===== src/rtl/johnson_digit_capture.sv =====
// ============================================================================
// Module   : johnson_digit_capture
// Captures three asynchronous Johnson-coded digits and holds them as BCD.
// Revision : 1.0 - initial release
// ============================================================================
`default_nettype none

module johnson_digit_capture #(
  parameter int pPERIOD = 16,
  parameter int pSTABLE = 2,
  parameter int pRETRY  = 8
) (
  input  logic        i_clk,
  input  logic        i_rst,
  input  logic        i_hold,
  input  logic [4:0]  i_100,
  input  logic [4:0]  i_010,
  input  logic [4:0]  i_001,
  output logic [11:0] o_bcd,
  output logic        o_valid,
  output logic        o_miss,
  output logic [7:0]  o_miss_cnt,
  output logic        o_err
);

  localparam int c_CW = $clog2(pPERIOD + 1);
  localparam int c_SW = $clog2(pSTABLE + 1);
  localparam int c_RW = $clog2(pRETRY + 1);

  localparam logic [1:0] c_WAIT   = 2'd0;
  localparam logic [1:0] c_SAMPLE = 2'd1;
  localparam logic [1:0] c_UPDATE = 2'd2;

  function automatic logic f_legal(input logic [4:0] code);
    case (code)
      5'b00000, 5'b00001, 5'b00011, 5'b00111, 5'b01111,
      5'b11111, 5'b11110, 5'b11100, 5'b11000, 5'b10000: f_legal = 1'b1;
      default:                                          f_legal = 1'b0;
    endcase
  endfunction

  function automatic logic [3:0] f_digit(input logic [4:0] code);
    case (code)
      5'b00001: f_digit = 4'd1;
      5'b00011: f_digit = 4'd2;
      5'b00111: f_digit = 4'd3;
      5'b01111: f_digit = 4'd4;
      5'b11111: f_digit = 4'd5;
      5'b11110: f_digit = 4'd6;
      5'b11100: f_digit = 4'd7;
      5'b11000: f_digit = 4'd8;
      5'b10000: f_digit = 4'd9;
      default:  f_digit = 4'd0;
    endcase
  endfunction

  logic [14:0]     sync1_q, sync2_q;
  logic [1:0]      state_q, state_d;
  logic [c_CW-1:0] cnt_q, cnt_d;
  logic [c_SW-1:0] stable_q, stable_d;
  logic [c_RW-1:0] retry_q, retry_d;
  logic [14:0]     r_q, r_d;
  logic            first_q, first_d;
  logic [11:0]     bcd_q, bcd_d;
  logic            valid_q, valid_d;
  logic            miss_q, miss_d;
  logic [7:0]      miss_cnt_q, miss_cnt_d;
  logic            err_q, err_d;
  logic            w_legal, w_abort, w_mis;

  assign w_legal = f_legal(sync2_q[14:10]) & f_legal(sync2_q[9:5]) & f_legal(sync2_q[4:0]);

  always_ff @(posedge i_clk) begin
    if (i_rst) state_q <= c_WAIT;
    else       state_q <= state_d;
  end

  // First SAMPLE cycle always reloads R; later cycles reload only on mismatch.
  always_comb begin
    state_d  = state_q;
    cnt_d    = cnt_q;
    stable_d = stable_q;
    retry_d  = retry_q;
    r_d      = r_q;
    first_d  = 1'b0;
    w_abort  = 1'b0;
    w_mis    = 1'b0;
    case (state_q)
      c_WAIT: begin
        if (!i_hold) begin
          if (cnt_q == c_CW'(pPERIOD - 1)) begin
            state_d  = c_SAMPLE;
            cnt_d    = '0;
            stable_d = '0;
            retry_d  = '0;
            first_d  = 1'b1;
          end else begin
            cnt_d = cnt_q + 1'b1;
          end
        end
      end
      c_SAMPLE: begin
        w_mis = !first_q && !(sync2_q == r_q && w_legal);
        if (first_q || w_mis) begin
          r_d      = sync2_q;
          stable_d = w_legal ? c_SW'(1) : '0;
          if (w_mis) retry_d = retry_q + 1'b1;
        end else begin
          stable_d = stable_q + 1'b1;
        end
        if (stable_d == c_SW'(pSTABLE)) begin
          state_d = c_UPDATE;
        end else if (w_mis && retry_d == c_RW'(pRETRY)) begin
          state_d = c_WAIT;
          w_abort = 1'b1;
        end
      end
      c_UPDATE: state_d = c_WAIT;
      default:  state_d = c_WAIT;
    endcase
  end

  always_comb begin
    valid_d    = (state_q == c_UPDATE);
    bcd_d      = valid_d ? {f_digit(r_q[14:10]), f_digit(r_q[9:5]), f_digit(r_q[4:0])} : bcd_q;
    miss_d     = w_abort;
    miss_cnt_d = (w_abort && miss_cnt_q != 8'hFF) ? miss_cnt_q + 8'd1 : miss_cnt_q;
    err_d      = err_q | ((state_q == c_SAMPLE) && !w_legal);
  end

  always_ff @(posedge i_clk) begin
    if (i_rst) begin
      sync1_q    <= '0;
      sync2_q    <= '0;
      cnt_q      <= '0;
      stable_q   <= '0;
      retry_q    <= '0;
      r_q        <= '0;
      first_q    <= 1'b0;
      bcd_q      <= '0;
      valid_q    <= 1'b0;
      miss_q     <= 1'b0;
      miss_cnt_q <= '0;
      err_q      <= 1'b0;
    end else begin
      sync1_q    <= {i_100, i_010, i_001};
      sync2_q    <= sync1_q;
      cnt_q      <= cnt_d;
      stable_q   <= stable_d;
      retry_q    <= retry_d;
      r_q        <= r_d;
      first_q    <= first_d;
      bcd_q      <= bcd_d;
      valid_q    <= valid_d;
      miss_q     <= miss_d;
      miss_cnt_q <= miss_cnt_d;
      err_q      <= err_d;
    end
  end

  assign o_bcd      = bcd_q;
  assign o_valid    = valid_q;
  assign o_miss     = miss_q;
  assign o_miss_cnt = miss_cnt_q;
  assign o_err      = err_q;

endmodule

`default_nettype wire


===== config.mk =====
export PLATFORM = sky130hd
export DESIGN_NAME = johnson_digit_capture
export DESIGN_NICKNAME = d
export VERILOG_FILES = /design/src/rtl/johnson_digit_capture.sv
export SDC_FILE = /design/constraint.sdc
export NUM_CORES = 1
export LEC_CHECK = 0
export BUFFER_PORTS_ARGS = -buffer_cell sky130_fd_sc_hd__buf_2
export CAP_MARGIN = 20
export CORE_MARGIN = 5
export CORE_UTILIZATION = 40
export CTS_CLUSTER_SIZE = 40
export DETAILED_ROUTE_END_ITERATION = 10
export RECOVER_POWER = 25
export SLEW_MARGIN = 20
export SYNTH_ARGS = -nofsm -noshare
export SYNTH_HDL_FRONTEND = slang
export SYNTH_SLANG_ARGS = --single-unit

===== constraint.sdc =====
create_clock -name i_clk -period 2.2 [get_ports i_clk]
set_input_delay 0.33 -clock i_clk [delete_from_list [all_inputs] [get_ports i_clk]]
set_output_delay 0.33 -clock i_clk [all_outputs]
set_load 0.02 [all_outputs]

# Yosys cells after proc, flatten, opt, wreduce, memory -nomap -nowiden
# Memory sizes are Yosys's and may differ from the RTL's. A register that Yosys moved wholly into a read port is not among the register bits.
# Cells that the tools add are included.
dict set report op_classes {
  addsub 4
  eq_ne 10
  mux 25
  n_bitwise 5
  n_reduce_logical 16
}
# op n
set ops {}
lappend ops {{$mux W4} 5}
lappend ops {{$mux W5} 4}
lappend ops {{$mux W2} 8}
lappend ops {{$eq A15 B15 Y1} 1}
lappend ops {{$add A8 B1 Y8 const B} 1}
lappend ops {{$ne A8 B8 Y1 const B} 1}
lappend ops {{$pmux W2 S2} 2}
lappend ops {{$pmux W4 S2} 1}
lappend ops {{$reduce_and A3 Y1} 2}
lappend ops {{$add A5 B1 Y5 const B} 1}
lappend ops {{$eq A5 B4 Y1 const B} 1}
lappend ops {{$logic_and A1 B1 Y1} 5}
lappend ops {{$mux W1} 5}
lappend ops {{$add A4 B1 Y4 const B} 1}
lappend ops {{$eq A2 B2 Y1 const B} 2}
lappend ops {{$eq A4 B4 Y1 const B} 1}
lappend ops {{$ne A2 B2 Y1 const B} 2}
lappend ops {{$reduce_and A2 Y1} 2}
lappend ops {{$logic_not A1 Y1} 3}
lappend ops {{$ne A3 B3 Y1 const B} 1}
lappend ops {{$reduce_or A3 Y1} 1}
lappend ops {{$add A2 B1 Y2 const B} 1}
lappend ops {{$and A1 B1 Y1} 2}
lappend ops {{$eq A2 B1 Y1 const B} 1}
lappend ops {{other kinds (5)} 6}
dict set report totals {
  register_bits 70
  rom_bits 480
  input_bits 18
  wordCells 78
  memories 6
}
# name depth word_bits rd rd_clocked_by_memory_dff write_ports line
set memory_table {}
lappend memory_table {{(no name shown)} 32 4 1 1 0 43} ;# case (code)
lappend memory_table {{(no name shown)} 32 4 1 1 0 43}
lappend memory_table {{(no name shown)} 32 4 1 1 0 43}
lappend memory_table {{(no name shown)} 32 1 1 1 0 35} ;# case (code)
lappend memory_table {{(no name shown)} 32 1 1 1 0 35}
lappend memory_table {{(no name shown)} 32 1 1 1 0 35}

# Longest topological paths before layout
dict set report depth {
  depth_word 14
  ltp_mapped 8
  depth_no_buf 7
}

# Least setup slack after synthesis
# Ideal clock, no wire load.
dict set report synth_timing {
  kind {reg-to-reg}
  start {reg retry_q[0]}
  end {reg miss_cnt_q[4], in the netlist o_miss_cnt[4]}
  arrival_time_ps 2044
  required_ps 2130
  setup_slack_ps 85
  path_stages_with_launch 7
  path_buffers 0
  synth_period_minus_slack_ps 2115
  cell_sequence {dfxtp_1 > ha_1 > or3b_4 > a311oi_4 > nand4_2 > or4_1 > a21oi_1}
}
dict set report synth_between {
  elab_chain_cells 10
}
# item line
set synth_rtl {}
lappend synth_rtl {{start, declared} 61} ;# logic [c_RW-1:0] retry_q, retry_d;
lappend synth_rtl {{start signal, assigned} 150} ;# retry_q <= retry_d;
lappend synth_rtl {{$add A4 B1 Y4} 107} ;# if (w_mis) retry_d = retry_q + 1'b1;
lappend synth_rtl {{$mux W4} 107}
lappend synth_rtl {{$mux W4 *} 104} ;# if (first_q || w_mis) begin
lappend synth_rtl {{$mux W4 *} 88} ;# case (state_q)
lappend synth_rtl {{$eq A4 B4 Y1 *} 113} ;# end else if (w_mis && retry_d == c_RW'(pRETRY)) begin
lappend synth_rtl {{$logic_and A1 B1 Y1 *} 113}
lappend synth_rtl {{$mux W1 *} 113}
lappend synth_rtl {{$mux W1 *} 111} ;# if (stable_d == c_SW'(pSTABLE)) begin
lappend synth_rtl {{$mux W1 *} 88}
lappend synth_rtl {{$logic_and A1 B1 Y1 *} 127} ;# miss_cnt_d = (w_abort && miss_cnt_q != 8'hFF) ? miss_cnt_q + 8'd1 : miss_cnt_q;
lappend synth_rtl {{end signal, assigned} 156} ;# miss_cnt_q <= miss_cnt_d;
lappend synth_rtl {{end, declared} 67} ;# logic [7:0] miss_cnt_q, miss_cnt_d;
# Every way passes the cells marked *; elsewhere a longest branch is shown, timed or not. The select of a mux whose other input is x is not followed.
# A chain may end at the register's enable or synchronous reset.

# Final worst setup path
dict set report layout_timing {
  start {reg r_q[6]}
  end {reg retry_q[0]}
}
dict set report layout_between {
  elab_chain_cells 8
  word_cells_on_any_way 9
}
# item line
set layout_rtl {}
lappend layout_rtl {{start, declared} 62} ;# logic [14:0] r_q, r_d;
lappend layout_rtl {{start signal, assigned} 151} ;# r_q <= r_d;
lappend layout_rtl {{$eq A15 B15 Y1 *} 103} ;# w_mis = !first_q && !(sync2_q == r_q && w_legal);
lappend layout_rtl {{$logic_and A1 B1 Y1 *} 103}
lappend layout_rtl {{$logic_not A1 Y1 *} 103}
lappend layout_rtl {{$logic_and A1 B1 Y1 *} 103}
lappend layout_rtl {{$mux W4 / $logic_or A1 B1 Y1 (equally long branches)} {107, 104}}
lappend layout_rtl {{$mux W4 *} 104}
lappend layout_rtl {{$mux W4 *} 88}
lappend layout_rtl {{$pmux W4 S2 *} 88}
# Marks and branches as above.

==> impl_summary.log <==
[metrics] run status: finished clean
[metrics] depth of the CTS H-tree: 3
[metrics] number of hold violations in the final report: 0
[metrics] Post-Synthesis Cell Area: 0.00423 mm2
[metrics] slew at the pin closest to its max-slew limit: about 0.72 ns
[metrics] post-route clock period utilization: between 90% and 100%
[metrics] post-detailed-route DRC marker count: 0
[metrics] Layout Area Growth over Synthesis: 16.2%
[metrics] horizontal die dimension: 113 um
[metrics] Starting Density: 40.9%
[metrics] share of post-route cells with drive strength above 1: roughly 18%
[metrics] highest clock frequency the design can meet: 490 MHz
[metrics] post-synth top area share: approximately two fifths
[metrics] endpoint required time on the critical path: 2.50 ns
[metrics] vias after detailed routing: 3846
[metrics] average cell area after synthesis: around 8.3 um2
[metrics] maximum number of pins on one net before global-route repair: 57
[metrics] worst-skew pair later-pin latency: about 0.36 ns
[metrics] class of the most critical setup path: register to register
[metrics] HPWL Detailed: roughly 7 mm
[metrics] Synthesized Nets: roughly 540
[metrics] clock tree from TritonCTS: done
[metrics] final layout net count: just under 600
[metrics] final setup violating endpoints: 0
[metrics] violation count after the first detailed-routing iteration: 280
[metrics] biggest area consumer among synthesized cells: sky130_fd_sc_hd__dfxtp_1
[metrics] fraction of registers with async set/reset: 0%
[metrics] IO Count: 41
[metrics] cell count after synthesis: ~500
[metrics] Vias/cell: between 5 and 6
[metrics] #FFs+latches synth: between 80 and 90
[metrics] unrepaired setup endpoints after global routing: no
[metrics] Netlist cell types: 52
[metrics] wire length of the first global-routing pass: 17.2 mm
[metrics] static leakage power: between 1.5 and 2 nW
[metrics] worst hold path depth: 2
[metrics] Top FF cell, synth: sky130_fd_sc_hd__dfxtp_1
[metrics] detailed-route wire length: ~10 mm
[metrics] aggregate global routing overflow: 0
[metrics] count of hold buffers inserted by post-cts repair: 0
[metrics] Post-Route Setup TNS: 0 ns
[metrics] worst-case vdd ir drop: approximately 0.24 mV
[metrics] normalized max-slew margin: around half
[metrics] CP startpoint kind: register
[metrics] power density over the cells: ~590 mW/mm2
[metrics] EDFF count, synth: 0
[metrics] root cell of the clock tree: sky130_fd_sc_hd__clkbuf_8
[metrics] number of optimization iterations in the first detailed-route pass: 6
[metrics] Crit path arrival time: about 2.3 ns
[metrics] final critical path time including I/O delays and setup: between 2 and 2.5 ns
[metrics] clock buffer count from CTS: 9
[metrics] top cells by area in the synthesized netlist: sky130_fd_sc_hd__dfxtp_1, sky130_fd_sc_hd__nand2_1, sky130_fd_sc_hd__ha_1
[metrics] CTS sink cnt: 85
[metrics] total power consumption of the routed design: ~2.9 mW
[metrics] IO buf count: 40
[metrics] number of warnings issued by yosys: 0
[metrics] area inside the core boundary: between 0.01 and 0.015 mm2
[metrics] Crit Path Max Fanout: 8
[metrics] detail-routed net length per standard cell: 14.7 um
[metrics] Clock Path Buffers: 2
[metrics] Max Slew Vio Count: 0
[metrics] worst reg-to-reg path cell count: 6
[metrics] number of global-route vias before repair: between 3000 and 4000
[metrics] antenna-violating nets left: 0
[metrics] number of antenna violations at the first check in global routing: 0
[metrics] Die Y: about 110 um
[metrics] GRT Overall Usage: 16.4%
[metrics] number of max-cap violations: 0
[metrics] antenna diode count: 0
[metrics] type of the worst min-delay path: primary input to register
[metrics] Die ar.: around 0.013 mm2
[metrics] placer's final routability congestion estimate: roughly 0.83
[metrics] critical path capture point type: register
[metrics] floorplan row count: 37
[metrics] portion of the post-synthesis area used by sequential elements: 40.3%
[metrics] post-route clock skew: 0.0129 ns
[metrics] clock-pin transition on the worst setup and hold timing paths: about 0.080 ns
[what timing repair did]
action,4_1_cts,5_1_grt
hold endpoints to repair,0,0
gates resized for setup,0,9
buffers inserted,0,0
setup endpoints to repair,0,7
[metal layers]
metal	up-vias	share of wire, %	track usage (%)
li1	1916	-	-
met3	17	4.8	2.67
met4	0	2.2	8.25
met5	-	0	0
met1	1791	48	21.7
met2	122	44	25.8
[final timing paths]
kind,from,endpoint,slack [ns]
setup / recovery,r_q[6],retry_q[0],0.16
hold / removal,i_001[4],sync1_q[4],0.18
setup reg to reg,r_q[6],retry_q[0],0.16
hold reg to reg,o_bcd[2],o_bcd[2],0.46
[report_power, final]
part / internal [mW] / total (mW) / leakage [nW] / switching, mW
combinational: 0.0791 / 0.195 / 1.00 / 0.116
clock: 0.553 / 1.10 / 0.0964 / 0.550
sequential: 1.57 / 1.60 / 0.693 / 0.0264
[stage by stage]
| step | area (um2) | setup WS, ns | util (%) | cells | hold WS [ns] |
|---|---|---|---|---|---|
| 5_1_grt | 4910 | 0.000252 | 47.6 | 690 | 0.164 |
| 2_1_floorplan | 4230 | 0.0855 | - | 509 | 0.425 |
| 3_3_place_gp | 4670 | 0.149 | 45.3 | 674 | 0.440 |
| 4_1_cts | 4860 | 0.0770 | 47.1 | 690 | 0.155 |
| 6_report | 4910 | 0.158 | 47.6 | 690 | 0.177 |
| 3_5_place_dp | 4670 | 0.107 | 45.3 | 674 | 0.446 |
[cell usage after synthesis, types with 8 or more instances]
library cell,n
sky130_fd_sc_hd__nand4_1,30
sky130_fd_sc_hd__xnor2_1,16
sky130_fd_sc_hd__nor2_1,40
sky130_fd_sc_hd__o21ai_0,12
sky130_fd_sc_hd__clkbuf_1,29
sky130_fd_sc_hd__nand2_1,62
sky130_fd_sc_hd__nor3_1,26
sky130_fd_sc_hd__nand3_1,8
sky130_fd_sc_hd__a21oi_1,18
sky130_fd_sc_hd__dfxtp_1,85
sky130_fd_sc_hd__a31oi_1,18
sky130_fd_sc_hd__inv_1,17
sky130_fd_sc_hd__nor2b_1,28
sky130_fd_sc_hd__ha_1,17
sky130_fd_sc_hd__o311ai_1,15
[worst max-delay path, cell delays in order, from the launching register on]
cell	delay (ns)
sky130_fd_sc_hd__dfxtp_2	0.36
sky130_fd_sc_hd__xnor2_1	0.23
sky130_fd_sc_hd__nand4_1	0.16
sky130_fd_sc_hd__or4_1	0.56
sky130_fd_sc_hd__buf_4	0.20
sky130_fd_sc_hd__a2111oi_1	0.35
sky130_fd_sc_hd__a41o_1	0.14
[cell usage in the layout, fill, tap and decap left out, types with 3 or more instances in the layout]
cell | netlist | final
sky130_fd_sc_hd__a211oi_1 | 6 | 6
sky130_fd_sc_hd__a21oi_1 | 18 | 18
sky130_fd_sc_hd__a311oi_1 | 3 | 3
sky130_fd_sc_hd__a31oi_1 | 18 | 18
sky130_fd_sc_hd__and3_1 | 3 | 3
sky130_fd_sc_hd__and4_1 | 4 | 4
sky130_fd_sc_hd__buf_2 | 6 | 39
sky130_fd_sc_hd__buf_4 | 0 | 29
sky130_fd_sc_hd__clkbuf_1 | 29 | 3
sky130_fd_sc_hd__clkbuf_8 | 0 | 10
sky130_fd_sc_hd__dfxtp_1 | 85 | 83
sky130_fd_sc_hd__ha_1 | 17 | 17
sky130_fd_sc_hd__inv_1 | 17 | 17
sky130_fd_sc_hd__mux2i_1 | 5 | 5
sky130_fd_sc_hd__nand2_1 | 62 | 62
sky130_fd_sc_hd__nand2b_1 | 4 | 4
sky130_fd_sc_hd__nand3_1 | 8 | 8
sky130_fd_sc_hd__nand4_1 | 30 | 30
sky130_fd_sc_hd__nand4b_1 | 4 | 4
sky130_fd_sc_hd__nor2_1 | 40 | 40
sky130_fd_sc_hd__nor2b_1 | 28 | 28
sky130_fd_sc_hd__nor3_1 | 26 | 25
sky130_fd_sc_hd__nor4_1 | 6 | 6
sky130_fd_sc_hd__o21ai_0 | 12 | 12
sky130_fd_sc_hd__o22ai_1 | 3 | 3
sky130_fd_sc_hd__o311ai_1 | 15 | 15
sky130_fd_sc_hd__or3_1 | 6 | 6
sky130_fd_sc_hd__xnor2_1 | 16 | 11
sky130_fd_sc_hd__xnor2_2 | 0 | 5
[state kept, by name, indices dropped and copies added (netlist names), 4 cells and up, named ones only]
name,count
cnt_q,5
o_bcd,12
retry_q,4
r_q,15
sync2_q,15
sync1_q,15
o_miss_cnt,8
[logic make-up after synthesis]
| kind of cell | share of synthesized area (%) |
|---|---|
| AOI/OAI and AO/OA | 15.4 |
| xor gates and xnor gates | 3.52 |
| adders and majority gates | 5.03 |
| buffers and inverters | 5.42 |
| DFF | 40.3 |
| muxes | 1.98 |
| and+or+nand+nor | 28.4 |
[final cells by class]
class | count | area, um2
clock inverters | 4 | 47.5
well taps | 136 | 170
flip-flops and latches | 85 | 1700
repair buffers | 70 | 437
fillers | 1010 | 5410
inverters | 18 | 67.6
multi-input cells | 365 | 2340
clock buffers | 12 | 145
(Power assumes the default switching activity.)
